[src/rtl/fifo_stream_reader.sv]
// Read-side engine for a non-FWFT FIFO: pops words into a 2-entry skid buffer and
// presents them as a valid/ready stream with end-of-frame tracking and a frame counter.
module fifo_stream_reader #(
    parameter int P_DATA_WIDTH = 32,
    parameter int P_CNT_WIDTH  = 16
) (
    input  logic                    clk_i,
    input  logic                    rstn_i,
    output logic                    fifo_rd_o,
    input  logic [P_DATA_WIDTH:0]   fifo_data_i,
    input  logic                    fifo_empty_i,
    output logic                    m_valid_o,
    output logic [P_DATA_WIDTH-1:0] m_data_o,
    output logic                    m_last_o,
    input  logic                    m_ready_i,
    output logic                    in_frame_o,
    output logic [P_CNT_WIDTH-1:0]  frame_cnt_o
);

    typedef enum logic {
        S_IDLE,
        S_IN_FRAME
    } state_t;

    logic [1:0]             r_occ;
    logic                   r_infl;
    logic [P_DATA_WIDTH:0]  r_head;
    logic [P_DATA_WIDTH:0]  r_tail;
    state_t                 r_state;
    state_t                 w_state_nxt;
    logic [P_CNT_WIDTH-1:0] r_frame_cnt;

    logic       w_pop;
    logic [2:0] w_level;
    logic [1:0] w_occ_after_pop;

    assign m_valid_o       = (r_occ != 2'd0);
    assign m_data_o        = r_head[P_DATA_WIDTH-1:0];
    assign m_last_o        = r_head[P_DATA_WIDTH];
    assign w_pop           = m_valid_o & m_ready_i;
    // Words held or arriving after this cycle's pop; a read is allowed only while below 2.
    assign w_level         = {1'b0, r_occ} + {2'b00, r_infl} - {2'b00, w_pop};
    assign fifo_rd_o       = ~fifo_empty_i & (w_level < 3'd2);
    assign w_occ_after_pop = r_occ - {1'b0, w_pop};
    assign in_frame_o      = (r_state == S_IN_FRAME);
    assign frame_cnt_o     = r_frame_cnt;

    always_ff @(posedge clk_i) begin
        if (!rstn_i) begin
            // NOTE: the data registers are reset too, so m_data_o/m_last_o read 0 after reset
            // and no stale word can reappear once the buffer refills.
            r_occ  <= 2'd0;
            r_infl <= 1'b0;
            r_head <= '0;
            r_tail <= '0;
        end else begin
            r_infl <= fifo_rd_o;
            r_occ  <= w_level[1:0];
            if (w_pop && (r_occ == 2'd2)) begin
                r_head <= r_tail;
            end
            // The RAM output is only meaningful the cycle after a read was issued.
            if (r_infl) begin
                if (w_occ_after_pop == 2'd0) begin
                    r_head <= fifo_data_i;
                end else begin
                    r_tail <= fifo_data_i;
                end
            end
        end
    end

    always_comb begin
        // NOTE: combinational next-state takes its hold value first so no latch is inferred.
        w_state_nxt = r_state;
        if (w_pop) begin
            w_state_nxt = m_last_o ? S_IDLE : S_IN_FRAME;
        end
    end

    always_ff @(posedge clk_i) begin
        if (!rstn_i) begin
            r_state     <= S_IDLE;
            r_frame_cnt <= '0;
        end else begin
            r_state <= w_state_nxt;
            if (w_pop && m_last_o) begin
                r_frame_cnt <= r_frame_cnt + 1'b1;
            end
        end
    end

endmodule

[config.mk]
export PLATFORM = sky130hd
export DESIGN_NAME = fifo_stream_reader
export DESIGN_NICKNAME = d
export VERILOG_FILES = /design/src/rtl/fifo_stream_reader.sv
export SDC_FILE = /design/constraint.sdc
export NUM_CORES = 1
export LEC_CHECK = 0
export CAP_MARGIN = 30
export CORE_UTILIZATION = 50
export CTS_BUF_LIST = sky130_fd_sc_hd__clkbuf_4
export DETAILED_ROUTE_END_ITERATION = 8
export PLACE_DENSITY = 0.8
export SLEW_MARGIN = 25
export SYNTH_ARGS = -nofsm -noshare
export SYNTH_HDL_FRONTEND = slang
export SYNTH_SLANG_ARGS = --single-unit
[constraint.sdc]
create_clock -name clk_i -period 2.2 [get_ports clk_i]
set_input_delay 0.33 -clock clk_i [delete_from_list [all_inputs] [get_ports clk_i]]
set_output_delay 0.33 -clock clk_i [all_outputs]
set_load 0.01 [all_outputs]
# Word-level counts from Yosys, hierarchy flattened
# Cells that the tools add are included.
# Widths: inputs -> output; s select.
[word_totals]
reg_bits = 86
latch_bits = 0
mem_bits_rw = 0
romBits = 0
input_bits = 37
output_inout_bits = 52
wordCells = 25
memories = 0
[op_classes]
add_sub_neg = 4
mul = 0
div_mod_pow = 0
order_cmp = 1
n_eq_ne = 1
n_shift = 0
n_mux = 4
bitwise_logic = 4
n_reduce_logical = 5
[op_table]
columns = ["cell", "n"]
rows = [
  ["$mux 33", 3],
  ["$add 16x1->16 const B", 1],
  ["$add 2x1->3", 1],
  ["$lt 3x2->1 const B", 1],
  ["$sub 3x1->3", 1],
  ["$and 1x1->1", 2],
  ["$eq 2x2->1 const B", 1],
  ["$logic_and 1x1->1", 2],
  ["$logic_not 2->1", 1],
  ["$not 1->1", 2],
  ["$reduce_and 2->1", 1],
  ["$reduce_bool 2->1", 1],
  ["$sub 2x1->2", 1],
  ["$mux 1", 1],
]

# Depth between registers and ports, before layout
# Gate-level depths: netlist of the first run.
[logic_depth]
word_depth = 6
mapped_depth = 9
ltp_nobuf = 8

# Worst setup path before layout of the first run
# No wires, ideal clock.
[synth_path]
path_type = "register -> output"
from = "register r_occ[1]"
to = "output fifo_rd_o"
arrival_ps = 1978
required_time_ps = 1870
slack_ps = -108
path_stages_with_launch = 9
n_path_buf = 1
cell_sequence = "dfxtp_1 > buf_4 > or2_2 > nand2_1 > or2_2 > nand2_1 > ha_1 > fa_1 > nor3_1"
[synth_via]
elab_chain_cells = 5
elab_cells_between_ends = 6
classes_between = "add/sub: 2; order compare: 1; bitwise: 2; reduce/logical: 1"
[synth_rtl]
columns = ["item", "line", "text"]
rows = [
  ["start: declaration", "25", "logic [1:0] r_occ;"],
  ["start signal: assignment", "58", "r_occ <= w_level[1:0];"],
  ["$reduce_bool 2->1", "37", "assign m_valid_o = (r_occ != 2'd0);"],
  ["via m_valid_o", "12", "output logic m_valid_o,"],
  ["$and 1x1->1", "40", "assign w_pop = m_valid_o & m_ready_i;"],
  ["$sub 3x1->3", "42", "assign w_level = {1'b0, r_occ} + {2'b00, r_infl} - {2'b00, w_pop};"],
  ["via w_level[1]", "34", "logic [2:0] w_level;"],
  ["$lt 3x2->1", "43", "assign fifo_rd_o = ~fifo_empty_i & (w_level < 3'd2);"],
  ["$and 1x1->1", "43", ""],
  ["end: declaration", "9", "output logic fifo_rd_o,"],
]
# The timed path passes the listed nets, and every way through them passes these cells.

# Final worst setup path of the first run
[layout_path]
from = "register r_occ[1]"
to = "output fifo_rd_o"
[layout_via]
elab_chain_cells = 5
elab_cells_between_ends = 6
classes_between = "add/sub: 2; order compare: 1; bitwise: 2; reduce/logical: 1"
[layout_rtl]
columns = ["item", "line"]
rows = [
  ["parallel branches: the longest is 2 deep, another holds $add 2x1->3", "-"],
  ["$sub 3x1->3 *", "42"],
  ["$lt 3x2->1 *", "43"],
  ["$and 1x1->1 *", "43"],
]
# Mark *: on every way between the ends.

==> out/summary.log, run 1 <==
[outcome] status finished with violations
[outcome] violated checks setup timing
[floorplanning] horizontal die dimension 88.05 um
[clock_network] latest clock arrival within the worst-skew pair 410 ps
[critical_path] Critical Path AT 2180 ps
[cells_and_area] antenna diode count 0
[power] clock group share of total power 0.205
[critical_path] worst-path fanout max 3
[logic_synthesis] most frequent cell after synthesis sky130_fd_sc_hd__dfxtp_1
[logic_synthesis] number of warnings printed during yosys synthesis 0
[cells_and_area] multi-input combinational cell area 1872 sq um
[drt] via count 3,128
[place] I/O Buffers 88
[cells_and_area] final cell utilization of the core 0.6911
[drt] ANT nets after route 0
[place] final estimated routing congestion in global placement 0.8021
[floorplanning] Total Die Area 7753 sq um
[drt] Detailed Routing Iterations Pass 1 4
[floorplanning] number of top-level pins 89
[logic_synthesis] leading cell types by count after synthesis sky130_fd_sc_hd__dfxtp_1 (86), sky130_fd_sc_hd__nand2_1 (76), sky130_fd_sc_hd__nor2_1 (44)
[clock_network] TritonCTS clock tree yes
[logic_synthesis] leading post-synthesis cells by cell area sky130_fd_sc_hd__dfxtp_1 (47%), sky130_fd_sc_hd__a211oi_2 (10%), sky130_fd_sc_hd__mux2i_1 (9.7%)
[logic_synthesis] Mapped Cells 398
[cells_and_area] total number of nets in the final design 529
[drt] iteration-0 DRC count of the detailed router 139
[grt] first-pass GRT wire length 13,550 um
[drt] routed vias/inst 5.275
[critical_path] type of destination of the critical path primary output
[clock_network] clock sink count 86
[grt] total overflow reported by the global router 0
[critical_path] number of cell instances on the worst register-to-register path 10
[power] Max VDD drop 0.9645 mV
[logic_synthesis] share of the synthesized area in the top cell type 0.4650
[grt] overall global routing resource usage 0.2248
[sta] number of slew-limit violations in the final report 0
[logic_synthesis] Async S/R FF share, synth 0
[critical_path] Worst Path Required 1870 ps
[critical_path] slack of the worst reg-to-reg path 120 ps
[power] power density over cell area 969.6 nW/um^2
[sta] unrepaired setup endpoints after global routing true
[hold_path] endpoint with the worst hold slack r_tail[31]
[logic_synthesis] sequential share of the synthesized area 0.4650
[drt] drt drc 0
[clock_network] maximum clock insertion buffer count 2
[grt] number of antenna violations at the first check in global routing 0
[power] part of the total power dissipated in sequential elements 0.411
[sta] highest clock frequency the design can meet 0.3987 GHz
[power] Internal Pwr Total 3.297 mW
[critical_path] kind of launch point of the worst setup path flip-flop
[floorplanning] vertical die dimension 88.05 um
[power] overall power of the completed layout 4.835 mW
[power] Leak Pwr 1.968 nW
[sta] final worst-path cycle share 1.140
[sta] final worst path period need 2508 ps
[drt] Routed wire per std cell 14.30 um
[logic_synthesis] synthesis-stage register bit count 86
[flow_run] number of maximum-capacitance violations 0
[clock_network] Clk pin slew, worst setup/hold paths 130 ps
[place] placed inst area 4742 sq um
[critical_path] start-to-end type of the worst setup path flip-flop to primary output
[place] estimated wirelength of the detail-placed design 5451 um
[cells_and_area] filler instances 579
[grt] largest net degree at the start of global routing 67
[logic_synthesis] synth unique cells 39
[cells_and_area] Final Instance Area 4986 sq um
[power] switching share of power 0.3180
[grt] vias in the first global route 2,967
[clock_network] clock root cell sky130_fd_sc_hd__clkbuf_4
[logic_synthesis] top cell type by total area after synthesis sky130_fd_sc_hd__dfxtp_1
[clock_network] Inserted Clock Buffers 9
[power] switching component of the power 1.537 mW
[critical_path] capturing point of the worst reg2reg path r_infl
[hold_path] Hold Startpoint r_tail[31]
[logic_synthesis] synthesized net count 438
[sta] total of endpoints with negative setup slack in the final report 1
[cells_and_area] layout cell share with drive strength beyond 1 0.1640
[floorplanning] starting density of the core 0.5132
[sta] count of final hold-check violations 0
[sta] Max Clock Skew 11.58 ps
[floorplanning] Cell Rows 31
[drt] final routed wirelength across all metal layers 8478 um
[sta] post-route setup slack -308.0 ps
[critical_path] Critical R2R Launch r_occ[1]
[logic_synthesis] average instance area after synthesis 9.302 sq um
[hold_path] Hold Path Class flip-flop to flip-flop
[sta] minimum hold slack 463.8 ps
[cells_and_area] area delta synth->final 34.67%
[logic_synthesis] netlist area before placement 3702 sq um
[hold_path] Hold Crit Depth 2
[power] Comb pwr share 0.384
[clock_network] cts-stage hold buffer count 0
[logic_synthesis] number of synthesized flops with an enable pin 0
[logic_synthesis] leading register cell type out of synthesis sky130_fd_sc_hd__dfxtp_1
[clock_network] H-tree depth 3
[sta] actual slew at the worst max-slew pin 556.6 ps
[sta] Worst slew margin 0.6278
[sta] sum of negative setup slack -308.0 ps
[floorplanning] Std-Cell Core Area 7214 sq um
[cells_and_area] Register Area 1724 sq um
power groups by stage:
| stage | clock network, mW | logic, mW | registers [mW] |
|---|---|---|---|
| floorplan | 0 | 0.933 | 2.11 |
| global placement | 0 | 1.70 | 2.01 |
| detailed placement | 0 | 1.75 | 2.02 |
| CTS | 1.01 | 1.82 | 1.99 |
| global route | 1.10 | 2.00 | 2.02 |
| finish | 0.990 | 1.86 | 1.99 |
what timing repair did:
item / in CTS / in global routing
resized for setup: 13 / 2
endpoints found under the setup margin: 1 / 1
pin swaps: 6 / 4
hold endpoints to repair: 0 / 0
setup buffers: 4 / 2
final cells by class:
class / instances / share of cell area
multi-input cells: 281 / 0.3754
flip-flops and latches: 86 / 0.3458
repair buffers: 106 / 0.2178
clock inverters: 6 / 0.01731
clock buffers: 10 / 0.01506
well taps: 99 / 0.02484
inverters: 5 / 0.003764
how the worst max path moves through the flow:
stage               startpoint         to  cells after the start
finish                r_occ[1]  fifo_rd_o                      9
global route          r_occ[1]  fifo_rd_o                      9
CTS                   r_occ[1]  fifo_rd_o                      9
global placement     m_ready_i  fifo_rd_o                      8
floorplan             r_occ[1]  fifo_rd_o                      9
detailed placement   m_ready_i  fifo_rd_o                      8
per-layer routing:
metal / vias up / GRT usage / part of all wire
li1: 1561 / - / -
met3: 14 / 0.03770 / 0.053
met5: - / 0 / 0
met2: 88 / 0.3862 / 0.50
met4: 0 / 0.09384 / 0.011
met1: 1465 / 0.2794 / 0.43
cell usage in the layout (no fill, tap or decap), types with 4 or more instances in the layout:
| cell type | Yosys | final |
|---|---|---|
| sky130_fd_sc_hd__xnor2_1 | 7 | 6 |
| sky130_fd_sc_hd__dfxtp_1 | 86 | 84 |
| sky130_fd_sc_hd__clkdlybuf4s50_1 | 0 | 87 |
| sky130_fd_sc_hd__inv_1 | 4 | 4 |
| sky130_fd_sc_hd__nand2_1 | 76 | 74 |
| sky130_fd_sc_hd__nand4_1 | 4 | 4 |
| sky130_fd_sc_hd__xor2_1 | 4 | 4 |
| sky130_fd_sc_hd__buf_12 | 0 | 6 |
| sky130_fd_sc_hd__nor4_1 | 4 | 4 |
| sky130_fd_sc_hd__nand3_1 | 6 | 6 |
| sky130_fd_sc_hd__nor2_1 | 44 | 44 |
| sky130_fd_sc_hd__clkbuf_4 | 0 | 10 |
| sky130_fd_sc_hd__a21oi_1 | 37 | 37 |
| sky130_fd_sc_hd__a211oi_2 | 30 | 30 |
| sky130_fd_sc_hd__mux2i_1 | 36 | 36 |
| sky130_fd_sc_hd__buf_4 | 2 | 12 |
through the flow:
step,setup WS (ps),cells
after floorplan,28.87,398
after global placement,-717.4,571
after detailed placement,-754.6,571
after CTS,-367.6,591
after global routing,-413.6,593
final,-308.0,593
critical path, stage by stage (launching register included):
cell                      delay (ps)
sky130_fd_sc_hd__dfxtp_2         350
sky130_fd_sc_hd__or2_4           260
sky130_fd_sc_hd__nand2_4          70
sky130_fd_sc_hd__or2_4           130
sky130_fd_sc_hd__nand2_4          50
sky130_fd_sc_hd__ha_4            150
sky130_fd_sc_hd__fa_2            360
sky130_fd_sc_hd__xnor2_2         160
sky130_fd_sc_hd__nor3_2           90
sky130_fd_sc_hd__buf_2           140
flip-flops by register name, summed over array words and instances (netlist names):
name         count
r_tail          33
in_frame_o       1
r_occ            2
r_infl           1
r_head          33
frame_cnt_o     16
cell families (layout without fill, tap and decap cells):
kind of cell,count (synthesis),in the layout,share of synthesized area
AOI/OAI and AO/OA,77,77,0.1730
adders and majority gates,3,3,0.01217
xor gates and xnor gates,11,11,0.02602
buffers and inverters,31,127,0.04325
and+or+nand+nor,154,154,0.1832
DFF,86,86,0.4650
muxes,36,36,0.09733
Power figures use the tool's default switching activity.
==> inputs of run 2 (changes only) <==
Settings changed: DONT_BUFFER_PORTS set to 1, PLACE_DENSITY 0.8 to unset.
==> out/summary.log, run 2 (same netlist as run 1, synthesis figures left out) <==
[sta] count of final hold-check violations 0 [unchanged]
[power] Max VDD drop 0.7174 mV [-26%]
[floorplanning] starting density of the core 0.5132 [unchanged]
[floorplanning] vertical die dimension 88.05 um [unchanged]
[cells_and_area] commonest non-fill, non-tap cell in the layout sky130_fd_sc_hd__dfxtp_1
[drt] final routed wirelength across all metal layers 7598 um [-10%]
[grt] vias in the first global route 2,536 [-15%]
[flow_run] number of maximum-capacitance violations 0 [unchanged]
[critical_path] worst-path fanout max 3 [unchanged]
[floorplanning] Std-Cell Core Area 7214 sq um [unchanged]
[floorplanning] Cell Rows 31 [unchanged]
[drt] drt drc 0 [unchanged]
[cells_and_area] layout cell share with drive strength beyond 1 0.1738 [+0.009842]
[hold_path] Hold Path Class input port to flip-flop
[floorplanning] number of top-level pins 89 [unchanged]
[place] estimated wirelength of the detail-placed design 4504 um [-17%]
[sta] highest clock frequency the design can meet 0.4148 GHz [+4.0%]
[grt] number of antenna violations at the first check in global routing 0 [unchanged]
[floorplanning] horizontal die dimension 88.05 um [unchanged]
[place] final estimated routing congestion in global placement 0.7688 [-4.2%]
[clock_network] H-tree depth 3 [unchanged]
[floorplanning] Total Die Area 7753 sq um [unchanged]
[grt] first-pass GRT wire length 11,830 um [-13%]
[cells_and_area] total number of nets in the final design 455 [-14%]
[critical_path] kind of launch point of the worst setup path flip-flop
[drt] iteration-0 DRC count of the detailed router 138 [-0.72%]
[sta] Max Clock Skew 23.03 ps [+11.44 ps]
[outcome] status finished with violations
[sta] number of slew-limit violations in the final report 0 [unchanged]
[critical_path] Critical Path AT 2080 ps [-100 ps]
[grt] overall global routing resource usage 0.1972 [-0.02755]
[clock_network] clock root cell sky130_fd_sc_hd__clkbuf_4
[drt] routed vias/inst 5.341 [+1.3%]
[sta] sum of negative setup slack -210.6 ps [+97.41 ps]
[power] Leak Pwr 1.679 nW [-15%]
[sta] final worst-path cycle share 1.096 [-0.04428]
[grt] largest net degree at the start of global routing 67 [unchanged]
[drt] Routed wire per std cell 14.64 um [+2.4%]
[place] count of placed standard cells including taps 480 [-16%]
[critical_path] Worst Path Required 1870 ps [about the same]
[sta] actual slew at the worst max-slew pin 940.8 ps [+384.2 ps]
[place] I/O Buffers 0 [-100%]
[sta] unrepaired setup endpoints after global routing true
[power] power density over cell area 1016 nW/um^2 [+4.8%]
[drt] ANT nets after route 0 [unchanged]
[cells_and_area] filler instances 696 [+20%]
[sta] total of endpoints with negative setup slack in the final report 1 [unchanged]
[cells_and_area] number of standard cells in the layout, taps in and fillers out 519 [-12%]
[clock_network] TritonCTS clock tree yes
[drt] via count 2,772 [-11%]
[cells_and_area] most frequent cells in the layout sky130_fd_sc_hd__dfxtp_1 (84), sky130_fd_sc_hd__nand2_1 (74), sky130_fd_sc_hd__nor2_1 (44)
[outcome] violated checks setup timing
[grt] total overflow reported by the global router 0 [unchanged]
[critical_path] type of destination of the critical path primary output
[clock_network] Inserted Clock Buffers 9 [unchanged]
[drt] Detailed Routing Iterations Pass 1 4 [unchanged]
[sta] final worst path period need 2411 ps [-97.41 ps]
[sta] Worst slew margin 0.3728 [-0.2550]
[cells_and_area] area delta synth->final 13.86%
[clock_network] Clk pin slew, worst setup/hold paths 150 ps [+20 ps]
[clock_network] maximum clock insertion buffer count 2 [unchanged]
[sta] post-route setup slack -210.6 ps [+97.41 ps]
[clock_network] clock sink count 86 [unchanged]
[cells_and_area] antenna diode count 0 [unchanged]
[clock_network] latest clock arrival within the worst-skew pair 430 ps [+20 ps]
[sta] minimum hold slack 32.96 ps [-430.8 ps]
[critical_path] start-to-end type of the worst setup path flip-flop to primary output
run 2: cell types whose count changed in the layout (fill, tap and decap cells not counted):
cell / before / now
sky130_fd_sc_hd__buf_2: 1 / 0
sky130_fd_sc_hd__dlygate4sd3_1: 0 / 21
sky130_fd_sc_hd__buf_4: 12 / 10
sky130_fd_sc_hd__clkinv_4: 1 / 2
sky130_fd_sc_hd__clkinvlp_4: 1 / 0
sky130_fd_sc_hd__clkbuf_4: 10 / 9
sky130_fd_sc_hd__clkdlybuf4s50_1: 87 / 0
sky130_fd_sc_hd__clkinv_2: 2 / 0
sky130_fd_sc_hd__inv_6: 0 / 3
sky130_fd_sc_hd__buf_12: 6 / 1
run 2: worst paths after layout:
kind                  startpoint         end  slack [ps]  depth (start not counted)
hold / removal    fifo_data_i[4]   r_tail[4]          30                          2
setup / recovery        r_occ[1]   fifo_rd_o        -210                          7
hold reg to reg       r_tail[18]  r_tail[18]         460                          2
setup reg to reg        r_occ[0]  r_head[18]         320                          5
run 2: layer usage:
layer | GRT usage | wire length [um] | vias up
met1 | 0.2346 | 3443 | 1299
met3 | 0.07352 | 474 | 2
met5 | 0 | 0 | -
met2 | 0.3305 | 3646 | 64
li1 | - | - | 1407
met4 | 0.06305 | 34 | 0
run 2: power by group:
group	switching (mW)	internal [mW]
Sequential	0.285	1.84
Combinational	0.607	0.503
Clock	0.571	0.478
Total	1.46	2.82
run 2: per-stage QoR:
stage          cell area (sq um)  setup slack (ps)    util  power, mW
2_1_floorplan               3710             28.87       -      3.043
5_1_grt                     4215            -311.3  0.5843      4.546
3_3_place_gp                3776             122.2  0.5234      3.160
3_5_place_dp                3776             86.13  0.5234      3.191
4_1_cts                     4180            -317.0  0.5794      4.332
6_report                    4215            -210.6  0.5843      4.283
run 2: final cells by class:
class	instances	area (sq um)	share of cell area
multi-input combinational	281	1872	0.4441
sequential	86	1724	0.4090
timing repair buffer	32	305.3	0.07243
tap	99	123.9	0.02939
clock inverter	7	103.9	0.02464
clock buffer	9	67.56	0.01603
inverter	5	18.77	0.004452
run 2: repair_timing:
action,in CTS,in global routing
gates resized for setup,10,1
hold buffers,18,3
pin swaps,6,2
buffers inserted,2,0
setup endpoints to repair,1,1
endpoints found under the hold margin,18,3
run 2: worst max-delay path: stages (launching register included):
cell,delay (ps)
sky130_fd_sc_hd__dfxtp_2,340
sky130_fd_sc_hd__or2_4,260
sky130_fd_sc_hd__nand2_4,70
sky130_fd_sc_hd__or2_4,130
sky130_fd_sc_hd__nand2_4,50
sky130_fd_sc_hd__ha_4,150
sky130_fd_sc_hd__fa_2,440
sky130_fd_sc_hd__nor3_2,240
